<file path="config.mk">
export PLATFORM = sky130hd
export DESIGN_NAME = ogut_ardisik
export DESIGN_NICKNAME = d
export VERILOG_FILES = /design/src/rtl/ogut_pkg.sv /design/src/rtl/ogut_katsayi.sv /design/src/rtl/ogut_ardisik.sv
export SDC_FILE = /design/constraint.sdc
export NUM_CORES = 1
export LEC_CHECK = 0
export BUFFER_PORTS_ARGS = -buffer_cell sky130_fd_sc_hd__buf_2
export CORE_MARGIN = 3
export CORE_UTILIZATION = 50
export CTS_CLUSTER_DIAMETER = 150
export DETAILED_ROUTE_END_ITERATION = 16
export GPL_ROUTABILITY_DRIVEN = 0
export GPL_TIMING_DRIVEN = 0
export PLACE_DENSITY = 0.75
export SYNTH_ARGS = -nofsm -noshare
export SYNTH_HDL_FRONTEND = slang
export SYNTH_SLANG_ARGS = --single-unit
</file>
<file path="constraint.sdc">
create_clock -name saat -period 4.3 [get_ports saat]
set_clock_uncertainty 0.1 [all_clocks]
set_input_delay 0.645 -clock saat [delete_from_list [all_inputs] [get_ports saat]]
set_output_delay 0.645 -clock saat [all_outputs]
set_load 0.01 [all_outputs]
</file>
<file path="src/rtl/ogut_pkg.sv">
// Shared types and constants for the sequential grinder.
// Factors are expressed in eighths (KESIR_BIT fractional bits).
package ogut_pkg;

   typedef enum logic [1:0] {
      BOSTA = 2'd0,
      OGUT  = 2'd1,
      BITTI = 2'd2
   } durum_t;

   localparam logic [1:0] BOYUT_INCE = 2'b00;
   localparam logic [1:0] BOYUT_ORTA = 2'b01;
   localparam logic [1:0] BOYUT_KABA = 2'b10;

   localparam logic [4:0] KAT_INCE = 5'd16;
   localparam logic [4:0] KAT_ORTA = 5'd12;
   localparam logic [4:0] KAT_KABA = 5'd9;

   localparam int KESIR_BIT = 3;

endpackage

</file>
<file path="src/rtl/ogut_katsayi.sv">
// Grind mode to fixed-point factor (eighths) lookup.
// Mode 2'b11 has no factor and raises o_gecersiz.
module ogut_katsayi
   import ogut_pkg::*;
(
   input  logic [1:0] i_boyut,
   output logic [4:0] o_kat,
   output logic       o_gecersiz
);

   always_comb begin
      o_kat      = '0;
      o_gecersiz = 1'b0;
      unique case (i_boyut)
         BOYUT_INCE: o_kat = KAT_INCE;
         BOYUT_ORTA: o_kat = KAT_ORTA;
         BOYUT_KABA: o_kat = KAT_KABA;
         default:    o_gecersiz = 1'b1;
      endcase
   end

endmodule

</file>
<file path="src/rtl/ogut_ardisik.sv">
// Multi-cycle grinder: N seeds, ADIM cycles each, saturating result.
// Optional pause input enabled by defining OGUT_DURAKLAT_EN.
module ogut_ardisik
   import ogut_pkg::*;
#(
   parameter int GIRIS_W = 4,
   parameter int CIKIS_W = 5,
   parameter int ADIM    = 2
) (
   input  logic               saat,
   input  logic               reset,
   input  logic               basla,
   input  logic [GIRIS_W-1:0] cekirdekler,
   input  logic [1:0]         boyut,
`ifdef OGUT_DURAKLAT_EN
   input  logic               duraklat,
`endif
   output logic               mesgul,
   output logic               bitti,
   output logic [CIKIS_W-1:0] tanecikler,
   output logic               tasma,
   output logic               hata
);

   localparam int         ACC_W    = GIRIS_W + 5;
   localparam logic [3:0] ADIM_SON = 4'(ADIM - 1);

   durum_t               r_durum;
   durum_t               w_sonraki;
   logic [1:0]           r_boyut;
   logic [GIRIS_W-1:0]   r_kalan;
   logic [3:0]           r_adim;
   logic [ACC_W-1:0]     r_acc;
   logic [CIKIS_W-1:0]   r_tan;
   logic                 r_tasma;
   logic                 r_hata;

   logic [1:0]           w_boyut_sec;
   logic [4:0]           w_kat;
   logic                 w_gecersiz;
   logic                 w_durak;
   logic                 w_kabul;
   logic                 w_hemen;
   logic                 w_ilerle;
   logic                 w_adim_son;
   logic                 w_son;
   logic [ACC_W-1:0]     w_acc_yeni;
   logic [ACC_W-1:0]     w_sonuc;
   logic                 w_tasar;

`ifdef OGUT_DURAKLAT_EN
   assign w_durak = duraklat;
`else
   assign w_durak = 1'b0;
`endif

   // Live mode decides the early exit at accept; latched mode drives the job.
   assign w_boyut_sec = (r_durum == BOSTA) ? boyut : r_boyut;

   ogut_katsayi u_katsayi (
      .i_boyut    (w_boyut_sec),
      .o_kat      (w_kat),
      .o_gecersiz (w_gecersiz)
   );

   assign w_kabul    = (r_durum == BOSTA) && basla;
   assign w_hemen    = w_kabul &&
                       ((cekirdekler == '0) || w_gecersiz);
   assign w_ilerle   = (r_durum == OGUT) && !w_durak;
   assign w_adim_son = (r_adim == ADIM_SON);
   assign w_son      = w_ilerle && w_adim_son &&
                       (r_kalan == GIRIS_W'(1));
   assign w_acc_yeni = r_acc + ACC_W'(w_kat);
   assign w_sonuc    = w_acc_yeni >> KESIR_BIT;
   assign w_tasar    = (w_sonuc >> CIKIS_W) != '0;

   always_ff @(posedge saat) begin
      if (reset) r_durum <= BOSTA;
      else       r_durum <= w_sonraki;
   end

   always_comb begin
      w_sonraki = r_durum;
      unique case (r_durum)
         BOSTA: begin
            if (basla) w_sonraki = w_hemen ? BITTI : OGUT;
         end
         OGUT: begin
            if (w_son) w_sonraki = BITTI;
         end
         BITTI:   w_sonraki = BOSTA;
         default: w_sonraki = BOSTA;
      endcase
   end

   always_comb begin
      mesgul = (r_durum != BOSTA);
      bitti  = (r_durum == BITTI);
   end

   always_ff @(posedge saat) begin
      if (reset) begin
         r_boyut <= '0;
         r_kalan <= '0;
         r_adim  <= '0;
         r_acc   <= '0;
         r_tan   <= '0;
         r_tasma <= 1'b0;
         r_hata  <= 1'b0;
      end else if (w_kabul) begin
         r_boyut <= boyut;
         r_kalan <= cekirdekler;
         r_adim  <= '0;
         r_acc   <= '0;
         if (w_hemen) begin
            r_tan   <= '0;
            r_tasma <= 1'b0;
            r_hata  <= w_gecersiz;
         end
      end else if (w_ilerle) begin
         if (w_adim_son) begin
            r_adim  <= '0;
            r_acc   <= w_acc_yeni;
            r_kalan <= r_kalan - GIRIS_W'(1);
            if (w_son) begin
               r_tan   <= w_tasar ? '1 : CIKIS_W'(w_sonuc);
               r_tasma <= w_tasar;
               r_hata  <= 1'b0;
            end
         end else begin
            r_adim <= r_adim + 4'd1;
         end
      end
   end

   assign tanecikler = r_tan;
   assign tasma      = r_tasma;
   assign hata       = r_hata;

endmodule

</file>
==> results.py <==
metrics = {
    "placement": {
        "dp_slack_ns": 1.36,
        "dp_hpwl_um": 2460,
        "placedInstanceArea_mm2": 0.00168,
        "port_buffers": 17,
    },
    "floorplan": {
        "core_area_mm2": 0.00285,
        "start_util_pct": 54.4,
        "ioPinCount": 18,
        "die_area_mm2": 0.00381,
        "die_h_um": 61.7,
        "die_w_um": 61.7,
        "rows": 19,
    },
    "min_path": {
        "min_path_type": "flop to flop",
    },
    "timing": {
        "worstMarginPinSlew_ns": 0.492,
        "setup_violations": 0,
        "setup_tns_ns": 0,
        "finalCritPeriodShare_pct": 67.2,
        "slew_headroom_pct": 67.0,
        "hold_viol": 0,
        "timing.final.ws_setup_ns": 1.41,
        "drv_slew": 0,
        "whs_ns": 0.379,
        "rsz0062_at_grt": "false",
        "min_period_ns": 2.89,
        "timing.fmax_mhz": 346,
    },
    "run": {
        "cap_violations": 0,
    },
    "clock_tree": {
        "path_clk_slew_ns": 0.16,
        "hold_buffers": 0,
        "cts_sinks": 28,
        "cts_resized": 0,
        "numCtsBuffers": 3,
        "cts_max_level": 1,
        "clk_path_buf_depth": 2,
        "cts_tree": "done",
        "root_buffer": "clkbuf_4",
        "cts_setup_buffers": 0,
        "clkLatencyLatePin_ns": 0.34,
    },
    "power_and_ir_drop": {
        "p_total_uw": 528,
        "max-vdd-ir-drop_mv": 0.280,
        "powerDensity_mw_per_mm2": 306,
        "cellLeakagePower_nw": 0.734,
    },
    "grt": {
        "grt_pass1_wl_um": 5380,
        "gr-total-overflow": 0,
        "first_global_vias": 1203,
        "antenna_found_initial": 0,
        "grt_max_degree": 17,
        "gr-usage-all-layers_pct": 18.5,
    },
    "logic_synthesis": {
        "synth_simple_gate_area_share_pct": 26.6,
        "synth-edff-count": 0,
        "seq_area_frac_synth_pct": 36.1,
        "synth_top_area_cell": "dfxtp_1",
        "synth_mux_area_share_pct": 2.02,
        "avgSynthCellArea_um2": 8.52,
        "synth_nets": 199,
        "synth_cells": 182,
        "synth_ff_type": "dfxtp_1",
        "synth_top_family_by_area": "simple AND/OR/NAND/NOR gates",
        "synth.cell_area_mm2": 0.00155,
        "synth_top_area_share_pct": 36.1,
        "synth_xor_area_share_pct": 6.77,
        "async_reset_ff_share_pct": 0,
        "synth-seq-cells": 28,
        "synthTopCellsByArea": "dfxtp_1 36%, nor2_1 7.0%, ha_1 6.5%, nand2_1 4.6%, xor2_1 4.5%",
        "yosysWarningCount": 0,
        "synthAdderAreaFrac_pct": 6.45,
        "synth_compound_area_share_pct": 17.7,
        "synth_cell_types": 49,
    },
    "setup_path": {
        "criticalPathCategory": "flop to flop",
        "critPathCaptureType": "flop",
        "worstPathRequired_ns": 4.46,
        "cp.arrival_ns": 3.05,
        "path_max_fanout": 6,
        "startpoint_type": "flop",
    },
    "detailed_routing": {
        "top_layer": "met4",
        "drc_errors": 0,
        "wl_met1_um": 1530,
        "wl_per_cell_um": 13.7,
        "routed_wl_um": 3220,
        "dr.pass1.iters": 4,
        "vias": 1337,
        "met3_length_um": 132,
        "viasPerCell": 5.71,
        "drt_iter0_markers": 75,
        "wl_met2_um": 1550,
        "ant_nets": 0,
    },
    "final_layout": {
        "areaGrowthSynthToFinish_pct": 11.4,
        "final_area_mm2": 0.00173,
        "diodes": 0,
        "drive_above_1_share_pct": 17.7,
        "final_net_count": 221,
        "fillers": 247,
    },
    "status": {
        "status": "completed",
    },
}
-- layout by cell type, fill, tap and decap left out, drive strengths merged, types with 5 or more instances in the layout --
cell type	count
nor2	30
xor2	8
nor3	6
inv	5
buf	22
dfxtp	28
a211oi	7
nor2b	6
a21oi	11
nand2	19
ha	8
clkbuf	5
nand3	5
-- cell usage after synthesis (all sizes together) (4+ instances only) --
| cell type | count |
|---|---|
| ha | 8 |
| o2bb2ai | 4 |
| a211oi | 7 |
| xor2 | 8 |
| inv | 5 |
| nand2 | 19 |
| a21oi | 11 |
| nor2 | 30 |
| nor2b | 6 |
| dfxtp | 28 |
| buf | 5 |
| nand3 | 5 |
| nor3 | 6 |
| xnor2 | 4 |
-- routing by layer --
layer / up-vias / GRT usage [%]
met2: 27 / 31.4
met4: 0 / 1.82
li1: 679 / -
met1: 629 / 24.5
met3: 2 / 4.96
met5: - / 0
-- critical path, stage by stage (launching register included) --
cell,delay (ns)
dfxtp_1,0.39
nor2_2,0.25
mux2_2,0.40
ha_1,0.28
inv_1,0.04
ha_1,0.35
o21ai_1,0.25
o21bai_2,0.13
a221o_1,0.40
a22o_1,0.21
-- report_power, final --
part | internal [mW] | switching (mW) | leakage (nW) | total (mW)
logic | 0.0328 | 0.0465 | 0.479 | 0.0792
registers | 0.267 | 0.00621 | 0.227 | 0.273
clock network | 0.0944 | 0.0818 | 0.0279 | 0.176
total | 0.394 | 0.134 | 0.734 | 0.528
-- cells by family after synthesis --
| group | Yosys count |
|---|---|
| XOR/XNOR | 12 |
| multiplexers | 3 |
| AND/OR/NAND/NOR | 81 |
| buffers and inverters | 12 |
| flip-flops | 28 |
| AO/OA/AOI/OAI | 38 |
| adder cells (fa/ha/maj) | 8 |
-- final timing paths --
| kind | startpoint | end | cells past startpoint | slack (ns) |
|---|---|---|---|---|
| worst max-delay path | r_durum[0] | tasma | 9 | 1.41 |
| worst min-delay path | r_boyut[1] | r_boyut[1] | 2 | 0.38 |
| worst max register to register | r_durum[0] | tasma | 9 | 1.41 |
| worst min register to register | r_boyut[1] | r_boyut[1] | 2 | 0.38 |
-- through the flow --
step,util [%],cells
detailed placement,58.7,230
global route,60.6,234
floorplan,-,182
global placement,58.7,230
CTS,60.6,234
finish,60.6,234
-- cell type report --
type	count	area (um2)	share of cell area, %
plain buffers	7	47.5	2.75
well taps	31	38.8	2.24
multi-input cells	142	925	53.5
inverters	5	18.8	1.09
repair buffers	17	85.1	4.92
flip-flops and latches	28	561	32.4
clock inverters	1	30.0	1.74
clock buffers	3	22.5	1.30
-- sequential cells by signal, indices dropped and copies added (netlist names) --
register / flops
hata: 1
r_acc: 9
r_adim: 4
r_boyut: 2
r_durum: 2
r_kalan: 4
tanecikler: 5
tasma: 1
No activity file was read; power rests on OpenSTA's default activity.
